[config.mk]
export PLATFORM = sky130hd
export DESIGN_NAME = alu_entry_controller
export DESIGN_NICKNAME = d
export VERILOG_FILES = /design/src/rtl/alu_entry_controller.sv
export SDC_FILE = /design/constraint.sdc
export NUM_CORES = 1
export LEC_CHECK = 0
export ABC_AREA = 0
export CORE_UTILIZATION = 42
export CTS_CLUSTER_DIAMETER = 80
export DETAILED_ROUTE_END_ITERATION = 6
export PLACE_DENSITY = 0.75
export SLEW_MARGIN = 20
export SYNTH_ARGS = -nofsm -noshare
export SYNTH_HDL_FRONTEND = slang
export SYNTH_SLANG_ARGS = --single-unit
[constraint.sdc]
create_clock -name Clk -period 1.4 [get_ports Clk]
set_clock_uncertainty 0.2 [all_clocks]
set_input_delay 0.28 -clock Clk [delete_from_list [all_inputs] [get_ports Clk]]
set_output_delay 0.28 -clock Clk [all_outputs]
set_load 0.005 [all_outputs]
[src/rtl/alu_entry_controller.sv]
// -----------------------------------------------------------------------------
// alu_entry_controller
//
// Purpose:
//   Steps the user through entering operand A, operand B and an opcode from
//   the board switches. Each value is taken on a press of the debounced ENTER
//   button. After the opcode is taken, the block issues a one-cycle alu_start
//   pulse. It then waits a bounded number of cycles for alu_done and holds the
//   outcome for the display until ENTER is pressed again. A CLEAR press aborts
//   from any state.
//
// Ports:
//   Clk          in   rising-edge system clock
//   Reset        in   asynchronous active-low reset
//   btn_enter    in   debounced ENTER level
//   btn_clear    in   debounced CLEAR level
//   sw_data      in   switch value, sampled on an ENTER event
//   alu_result   in   ALU output (2*WIDTH)
//   alu_done     in   ALU result valid
//   opa/opb      out  operand registers
//   opcode       out  opcode register
//   alu_start    out  one-cycle launch pulse
//   result       out  captured ALU result
//   result_valid out  result holds a completed operation
//   timeout_err  out  ALU did not answer within TIMEOUT cycles
//   state        out  S_A=0 S_B=1 S_OP=2 S_EXEC=3 S_SHOW=4
// -----------------------------------------------------------------------------
module alu_entry_controller #(
  parameter int WIDTH   = 4,
  parameter int OP_W    = 3,
  parameter int TIMEOUT = 15,
  parameter int TO_W    = 4
) (
  input  logic               Clk,
  input  logic               Reset,
  input  logic               btn_enter,
  input  logic               btn_clear,
  input  logic [WIDTH-1:0]   sw_data,
  input  logic [2*WIDTH-1:0] alu_result,
  input  logic               alu_done,
  output logic [WIDTH-1:0]   opa,
  output logic [WIDTH-1:0]   opb,
  output logic [OP_W-1:0]    opcode,
  output logic               alu_start,
  output logic [2*WIDTH-1:0] result,
  output logic               result_valid,
  output logic               timeout_err,
  output logic [2:0]         state
);

  typedef enum logic [2:0] {
    S_A    = 3'd0,
    S_B    = 3'd1,
    S_OP   = 3'd2,
    S_EXEC = 3'd3,
    S_SHOW = 3'd4
  } state_t;

  localparam logic [TO_W-1:0] TO_LAST = TO_W'(TIMEOUT - 1);

  state_t             state_q, state_d;
  logic [WIDTH-1:0]   opa_q, opa_d;
  logic [WIDTH-1:0]   opb_q, opb_d;
  logic [OP_W-1:0]    opcode_q, opcode_d;
  logic [2*WIDTH-1:0] result_q, result_d;
  logic               alu_start_q, alu_start_d;
  logic               result_valid_q, result_valid_d;
  logic               timeout_err_q, timeout_err_d;
  logic [TO_W-1:0]    counter_q, counter_d;
  logic               enter_prev_q, clear_prev_q;

  logic enter_ev;
  logic clear_ev;
  logic do_clear;

  // The button history resets to 1 so that a button still held when reset
  // is released does not look like a fresh press.
  always_ff @(posedge Clk or negedge Reset) begin
    if (!Reset) begin
      state_q        <= S_A;
      opa_q          <= '0;
      opb_q          <= '0;
      opcode_q       <= '0;
      result_q       <= '0;
      alu_start_q    <= 1'b0;
      result_valid_q <= 1'b0;
      timeout_err_q  <= 1'b0;
      counter_q      <= '0;
      enter_prev_q   <= 1'b1;
      clear_prev_q   <= 1'b1;
    end else begin
      state_q        <= state_d;
      opa_q          <= opa_d;
      opb_q          <= opb_d;
      opcode_q       <= opcode_d;
      result_q       <= result_d;
      alu_start_q    <= alu_start_d;
      result_valid_q <= result_valid_d;
      timeout_err_q  <= timeout_err_d;
      counter_q      <= counter_d;
      enter_prev_q   <= btn_enter;
      clear_prev_q   <= btn_clear;
    end
  end

  always_comb begin
    enter_ev       = btn_enter & ~enter_prev_q;
    clear_ev       = btn_clear & ~clear_prev_q;
    do_clear       = clear_ev;
    state_d        = state_q;
    opa_d          = opa_q;
    opb_d          = opb_q;
    opcode_d       = opcode_q;
    result_d       = result_q;
    alu_start_d    = 1'b0;
    result_valid_d = result_valid_q;
    timeout_err_d  = timeout_err_q;
    counter_d      = counter_q;

    if (!clear_ev) begin
      case (state_q)
        S_A: begin
          if (enter_ev) begin
            opa_d   = sw_data;
            state_d = S_B;
          end
        end
        S_B: begin
          if (enter_ev) begin
            opb_d   = sw_data;
            state_d = S_OP;
          end
        end
        S_OP: begin
          if (enter_ev) begin
            opcode_d    = sw_data[OP_W-1:0];
            alu_start_d = 1'b1;
            counter_d   = '0;
            state_d     = S_EXEC;
          end
        end
        S_EXEC: begin
          // ENTER is ignored here; only the ALU or the timeout moves us on.
          if (alu_done) begin
            result_d       = alu_result;
            result_valid_d = 1'b1;
            counter_d      = '0;
            state_d        = S_SHOW;
          end else if (counter_q == TO_LAST) begin
            timeout_err_d = 1'b1;
            counter_d     = '0;
            state_d       = S_SHOW;
          end else begin
            counter_d = counter_q + TO_W'(1);
          end
        end
        S_SHOW: begin
          if (enter_ev) begin
            result_valid_d = 1'b0;
            timeout_err_d  = 1'b0;
            state_d        = S_A;
          end
        end
        default: do_clear = 1'b1;  // corrupted encoding: recover like CLEAR
      endcase
    end

    if (do_clear) begin
      state_d        = S_A;
      opa_d          = '0;
      opb_d          = '0;
      opcode_d       = '0;
      result_d       = '0;
      alu_start_d    = 1'b0;
      result_valid_d = 1'b0;
      timeout_err_d  = 1'b0;
      counter_d      = '0;
    end
  end

  assign opa          = opa_q;
  assign opb          = opb_q;
  assign opcode       = opcode_q;
  assign alu_start    = alu_start_q;
  assign result       = result_q;
  assign result_valid = result_valid_q;
  assign timeout_err  = timeout_err_q;
  assign state        = state_q;

endmodule

# [After elaboration in Yosys (flattened, before gate mapping)]
# Index checks and enable logic that the tools add are counted.
[totals] regBits=31 in_bits=17 out_inout_bits=25
[op_classes] addsub=1 n_eq_ne=14 muxes=46 n_bitwise=4 reduce_logical=19
[ops] op="$mux 4" n=12
[ops] op="$mux 3" n=12
[ops] op="$mux 8" n=4
[ops] op="$ne 3x3->1 const B" n=7
[ops] op="$pmux 3 s5" n=1
[ops] op="$reduce_and 3->1" n=5
[ops] op="$mux 1" n=14
[ops] op="$reduce_bool 2->1" n=6
[ops] op="$pmux 4 s2" n=1
[ops] op="$reduce_and 7->1" n=1
[ops] op="$eq 3x2->1 const B" n=2
[ops] op="$reduce_bool 3->1" n=2
[ops] op="$reduce_bool 6->1" n=1
[ops] op="$reduce_and 5->1" n=1
[ops] op="$reduce_or 5->1" n=1
[ops] op="$add 4x1->4 const B" n=1
[ops] op="$eq 4x4->1 const B" n=1
[ops] op="$ne 4x4->1 const B" n=1
[ops] op="$pmux 1 s2" n=2
[ops] op="$reduce_and 4->1" n=1
[ops] op="$eq 3x1->1 const B" n=1
[ops] op="$eq 3x3->1 const B" n=1
[ops] op="$logic_not 3->1" n=1
[ops] op="$and 1x1->1" n=2
[ops] op="other kinds (2)" n=3

# [Longest topological paths before layout]
# Gate-level depths: netlist of run 1.
[logic_depth] depth_word=6 ltp_mapped=6

# [Worst setup path after synthesis of run 1]
# No wires, ideal clock.
[synth_path] path_kind="register to register" start="register clear_prev_q" end="register timeout_err_q, in the netlist timeout_err" setup_ps=124 arrival_time_ps=1207 required_time_ps=1076 path_slack_ps=-131 stages_incl_launch_ff=6 n_path_buf=1 period_less_slack_ps=1531 cell_sequence="dfstp_2 > nor2b_1 > buf_2 > nor3_4 > o21ba_2 > nor3_2"
[synth_between] elab_chain_len=5 elab_cells_between_ends=10 classes_between="eq/ne: 4; mux: 2; bitwise: 2; reduce/logical: 2"
[synth_lines] element="start, declared" line="70" source="logic enter_prev_q, clear_prev_q;"
[synth_lines] element="start signal, assigned" line="102" source="clear_prev_q <= btn_clear;"
[synth_lines] element="$not 1->1 (*)" line="108" source="clear_ev = btn_clear & ~clear_prev_q;"
[synth_lines] element="$and 1x1->1 (*)" line="108"
[synth_lines] element="$mux 1" line="120" source="if (!clear_ev) begin"
[synth_lines] element="$ne 3x3->1 (no line), or another cell as far along"
[synth_lines] element="$reduce_and 5->1 (no line)"
[synth_lines] element="end signal, assigned" line="99" source="timeout_err_q <= timeout_err_d;"
[synth_lines] element="end, declared" line="68" source="logic timeout_err_q, timeout_err_d;"
# Mark *: on every way between the ends. The rest lies on a longest branch, timed or not.
# A chain may end at the register's enable or synchronous reset.

# [Final worst setup path of run 1]
[layout_path] start="register state_q[1], in the netlist state[1]" end="register counter_q[2]"
[layout_between] elab_chain_len=6 elab_cells_between_ends=15 classes_between="eq/ne: 6; mux: 5; reduce/logical: 4"
[layout_lines] element="start, declared" line="61" source="state_t state_q, state_d;"
[layout_lines] element="start signal, assigned" line="92" source="state_q <= state_d;"
[layout_lines] element="$eq 3x3->1, or another cell as far along" line="121" source="case (state_q)"
[layout_lines] element="$reduce_or 5->1 (no line)"
[layout_lines] element="$mux 1" line="121"
[layout_lines] element="$mux 1" line="120"
[layout_lines] element="$ne 3x3->1 (no line), or another cell as far along"
[layout_lines] element="$reduce_and 3->1 (no line)"
[layout_lines] element="end signal, assigned" line="100" source="counter_q <= counter_d;"
[layout_lines] element="end, declared" line="69" source="logic [TO_W-1:0] counter_q, counter_d;"
# Several ways; a longest one is shown, not always the timed one. The select of a mux whose other input is x is not followed.

==> results of run 1 <==
==> cell type report <==
| type | instances | area, sq um |
|---|---|---|
| Sequential cell | 31 | 781 |
| Tap cell | 46 | 57.6 |
| Clock buffer | 8 | 68.8 |
| Fill cell | 262 | 1020 |
| Multi-Input combinational cell | 90 | 783 |
| Timing Repair Buffer | 78 | 614 |
| Inverter | 3 | 11.3 |
==> repair_timing <==
item | CTS | global route
pin swaps | 16 | 17
gates cloned | 0 | 0
setup buffers | 15 | 3
endpoints found under the setup margin | 52 | 32
gates resized for setup | 108 | 22
==> critical path, cell delays in order, from the launching register on <==
cell	delay, ns
dfrtp_2	0.42
buf_6	0.13
buf_6	0.13
o21ai_4	0.18
nand2_2	0.12
nor2_4	0.17
a21o_1	0.13
==> flip-flops by register name, summed over array words and instances (netlist names) <==
register and flops:
result 8, counter_q 4, opa 4, opb 4
opcode 3, state 3, alu_start 1, clear_prev_q 1
enter_prev_q 1, result_valid 1, timeout_err 1
==> how the worst min path moves through the flow <==
stage                                     start               endpoint
after floorplan                           Reset    alu_start$_DFF_PN0_
after global placement    result[5]$_DFFE_PN0P_  result[5]$_DFFE_PN0P_
after detailed placement  result[7]$_DFFE_PN0P_  result[7]$_DFFE_PN0P_
after CTS                                 Reset   state[0]$_DFFE_PN0P_
after global routing                      Reset     opa[2]$_DFFE_PN0P_
final                                     Reset     opa[2]$_DFFE_PN0P_
==> power by group <==
part	leakage [nW]	switching, mW	internal (mW)
sequential	0.415	0.0601	0.996
combinational	0.718	0.438	0.476
clock	0.0386	0.302	0.295
total	1.17	0.801	1.77
==> metrics by stage <==
step	utilization, %	worst slack, ns	hold slack, ns	cell area, sq um	setup TNS [ns]
final	69.4	-0.141	0.116	2320	-2.87
after global routing	69.4	-0.203	0.108	2320	-4.70
after CTS	66.2	-0.134	0.115	2210	-2.33
after detailed placement	62.3	-0.422	0.300	2080	-10.69
after global placement	62.3	-0.359	0.289	2080	-9.53
after floorplan	-	-0.0625	-0.216	1490	-0.0638
==> synth_stat cells, types with 3 or more instances <==
cell type   n  area share (%)
dfrtp_1    29              50
nor2_1     12             3.1
a21oi_1    10             3.4
nand2_1     9             2.3
a22o_1      8             4.8
nand3_1     7             2.4
a21o_1      4             2.1
mux2i_1     4             2.8
a22oi_1     3             1.5
inv_1       3            0.77
nor2b_1     3             1.3
==> kinds of logic (layout without fill, tap and decap cells) <==
family / Yosys count / after routing / synth area share [%]
AO/OA/AOI/OAI: 34 / 34 / 16.9
AND/OR/NAND/NOR: 50 / 50 / 21.8
buffers and inverters: 8 / 89 / 3.27
adder cells (fa/ha/maj): 2 / 2 / 1.72
flip-flops: 31 / 31 / 53.5
multiplexers: 4 / 4 / 2.75
==> metal layers <==
metal	routed length (um)	up-vias
li1	-	622
met1	1590	649
met2	2220	40
met3	164	9
met4	77	0
met5	0	-
==> results.py, run 1 <==
metrics = {
    "clock_tree": {
        "cts-buffers-inserted": 5,
        "clock-sinks": 31,
        "tritoncts": "done",
        "clk_pin_slew_worst_paths_ns": 0.10,
        "h-tree-depth": 2,
        "cts_hold_buf": 0,
        "clkLatencyLatePin_ns": 0.33,
        "cts.path.max_buffers": 2,
        "root_buffer_selected_by_cts": "clkbuf_4",
    },
    "drt": {
        "routed-via-count": 1320,
        "dr.pass1.iters": 4,
        "detail_route.vias_per_cell": 5.16,
        "route.detailed.drc": 0,
        "drt-total-wl_mm": 4.05,
        "drt-initial-drc-count": 41,
        "ant_nets": 0,
        "routed_wire_length_per_instance_um": 15.8,
    },
    "power": {
        "power_after_layout_mw": 2.57,
        "power-per-cell-area_mw_per_mm2": 1110,
        "leakage_nw": 1.17,
        "vdd_ir_drop_max_v": 0.000541,
    },
    "finish": {
        "post_layout_nonfiller_instances": 256,
        "post_route_cells_drive_above_1_share_pct": 52.9,
        "layout-area-overhead-vs-synth_pct": 59.2,
        "final_cell_mix": "buf_4 (28), dfrtp_1 (27), buf_2 (23), clkdlybuf4s50_1 (16), nor2_1 (11)",
        "net_count_reported_at_finish": 228,
        "mostFrequentLayoutCell": "buf_4",
        "n_antenna_cell": 0,
    },
    "synth": {
        "synthesis.area_sq_mm": 0.00146,
        "sequential_cell_area_fraction_in_the_yosys_report_pct": 53.5,
        "yosys_warnings": 0,
        "syn-mean-instance-area_sq_um": 11.3,
        "syn_inst": 129,
        "ys_types": 40,
        "ys_async_sr_fraction_pct": 100,
        "mapped_nets": 148,
        "synth_edf_count": 0,
        "register_bit_total_from_synthesis": 31,
        "synth-main-ff-cell": "dfrtp_1",
    },
    "floorplanning": {
        "floorplan.die.width_um": 60.9,
        "die-area_sq_mm": 0.00370,
        "io_pins": 42,
        "number_of_rows_created_at_floorplan": 21,
        "starting_density_of_the_core_pct": 43.6,
        "die_height_um": 60.9,
        "core_area_sq_mm": 0.00334,
    },
    "global_route": {
        "grt_util_met3_pct": 5.97,
        "grt_pass1_wl_mm": 5.77,
        "number_of_antenna_violations_at_the_first_check_in_global_routing": 0,
        "globalRouteMet2Util_pct": 36.3,
        "gr-usage-met1_pct": 26.5,
        "track_usage_pct": 21.8,
        "vias_in_the_first_global_route": 1295,
        "pin_count_of_the_biggest_net_entering_global_routing": 32,
        "grt_remaining_overflow": 0,
        "grt_most_used_layer": "met2",
    },
    "sta": {
        "final_critical_path_setup_slack_ns": -0.141,
        "worst-slew-pin-transition_ns": 0.244,
        "timing_hold_violations_final": 0,
        "tcrit_tclk_final_pct": 110,
        "slew_viol_final": 0,
        "grt_setup_unrepaired": "yes",
        "relSlewSlack_pct": 83.7,
        "setup_viol": 27,
        "max_clock_freq_ghz": 0.649,
        "layout_min_cycle_time_ns": 1.54,
    },
    "place": {
        "post-place-cells": 231,
        "dp_hpwl_mm": 2.53,
        "place.port_buffers": 41,
        "gp_congestion": 0.836,
    },
    "setup_path": {
        "worstRegToRegCells": 6,
        "worst-r2r-setup-slack_ns": -0.14,
        "worstSetupStartpointType": "flip-flop",
        "worst-endpoint-required_ns": 1.47,
        "critical_path_arrival_ns": 1.61,
        "worst_r2r_endpoint": "counter_q[2]$_DFFE_PN0P_",
        "critPathMaxFanout": 5,
        "timing.setup.critical_path_class": "flip-flop to flip-flop",
        "crit_path_end": "counter_q[2]$_DFFE_PN0P_",
        "worst_setup_sp": "state[1]$_DFFE_PN0P_",
        "r2r-start": "state[1]$_DFFE_PN0P_",
        "critPathCaptureType": "flip-flop",
    },
    "worst_hold_path": {
        "hold_path_class": "primary input to asynchronous set/reset pin",
    },
    "job": {
        "max_cap_violations": 0,
    },
    "run_status": {
        "outcome": "complete, but fails checks",
        "failing_checks": "setup timing",
    },
}
(Power assumes the default switching activity.)
==> run 2, diff against run 1 <==
--- a/config.mk
+++ b/config.mk
@@ -10,7 +10,6 @@
 export CTS_CLUSTER_DIAMETER = 80
 export DETAILED_ROUTE_END_ITERATION = 6
 export PLACE_DENSITY = 0.75
-export SLEW_MARGIN = 20
 export SYNTH_ARGS = -nofsm -noshare
 export SYNTH_HDL_FRONTEND = slang
 export SYNTH_SLANG_ARGS = --single-unit
==> results of run 2 <==
No change in the layout: final DEF, timing and power equal those of run 1.
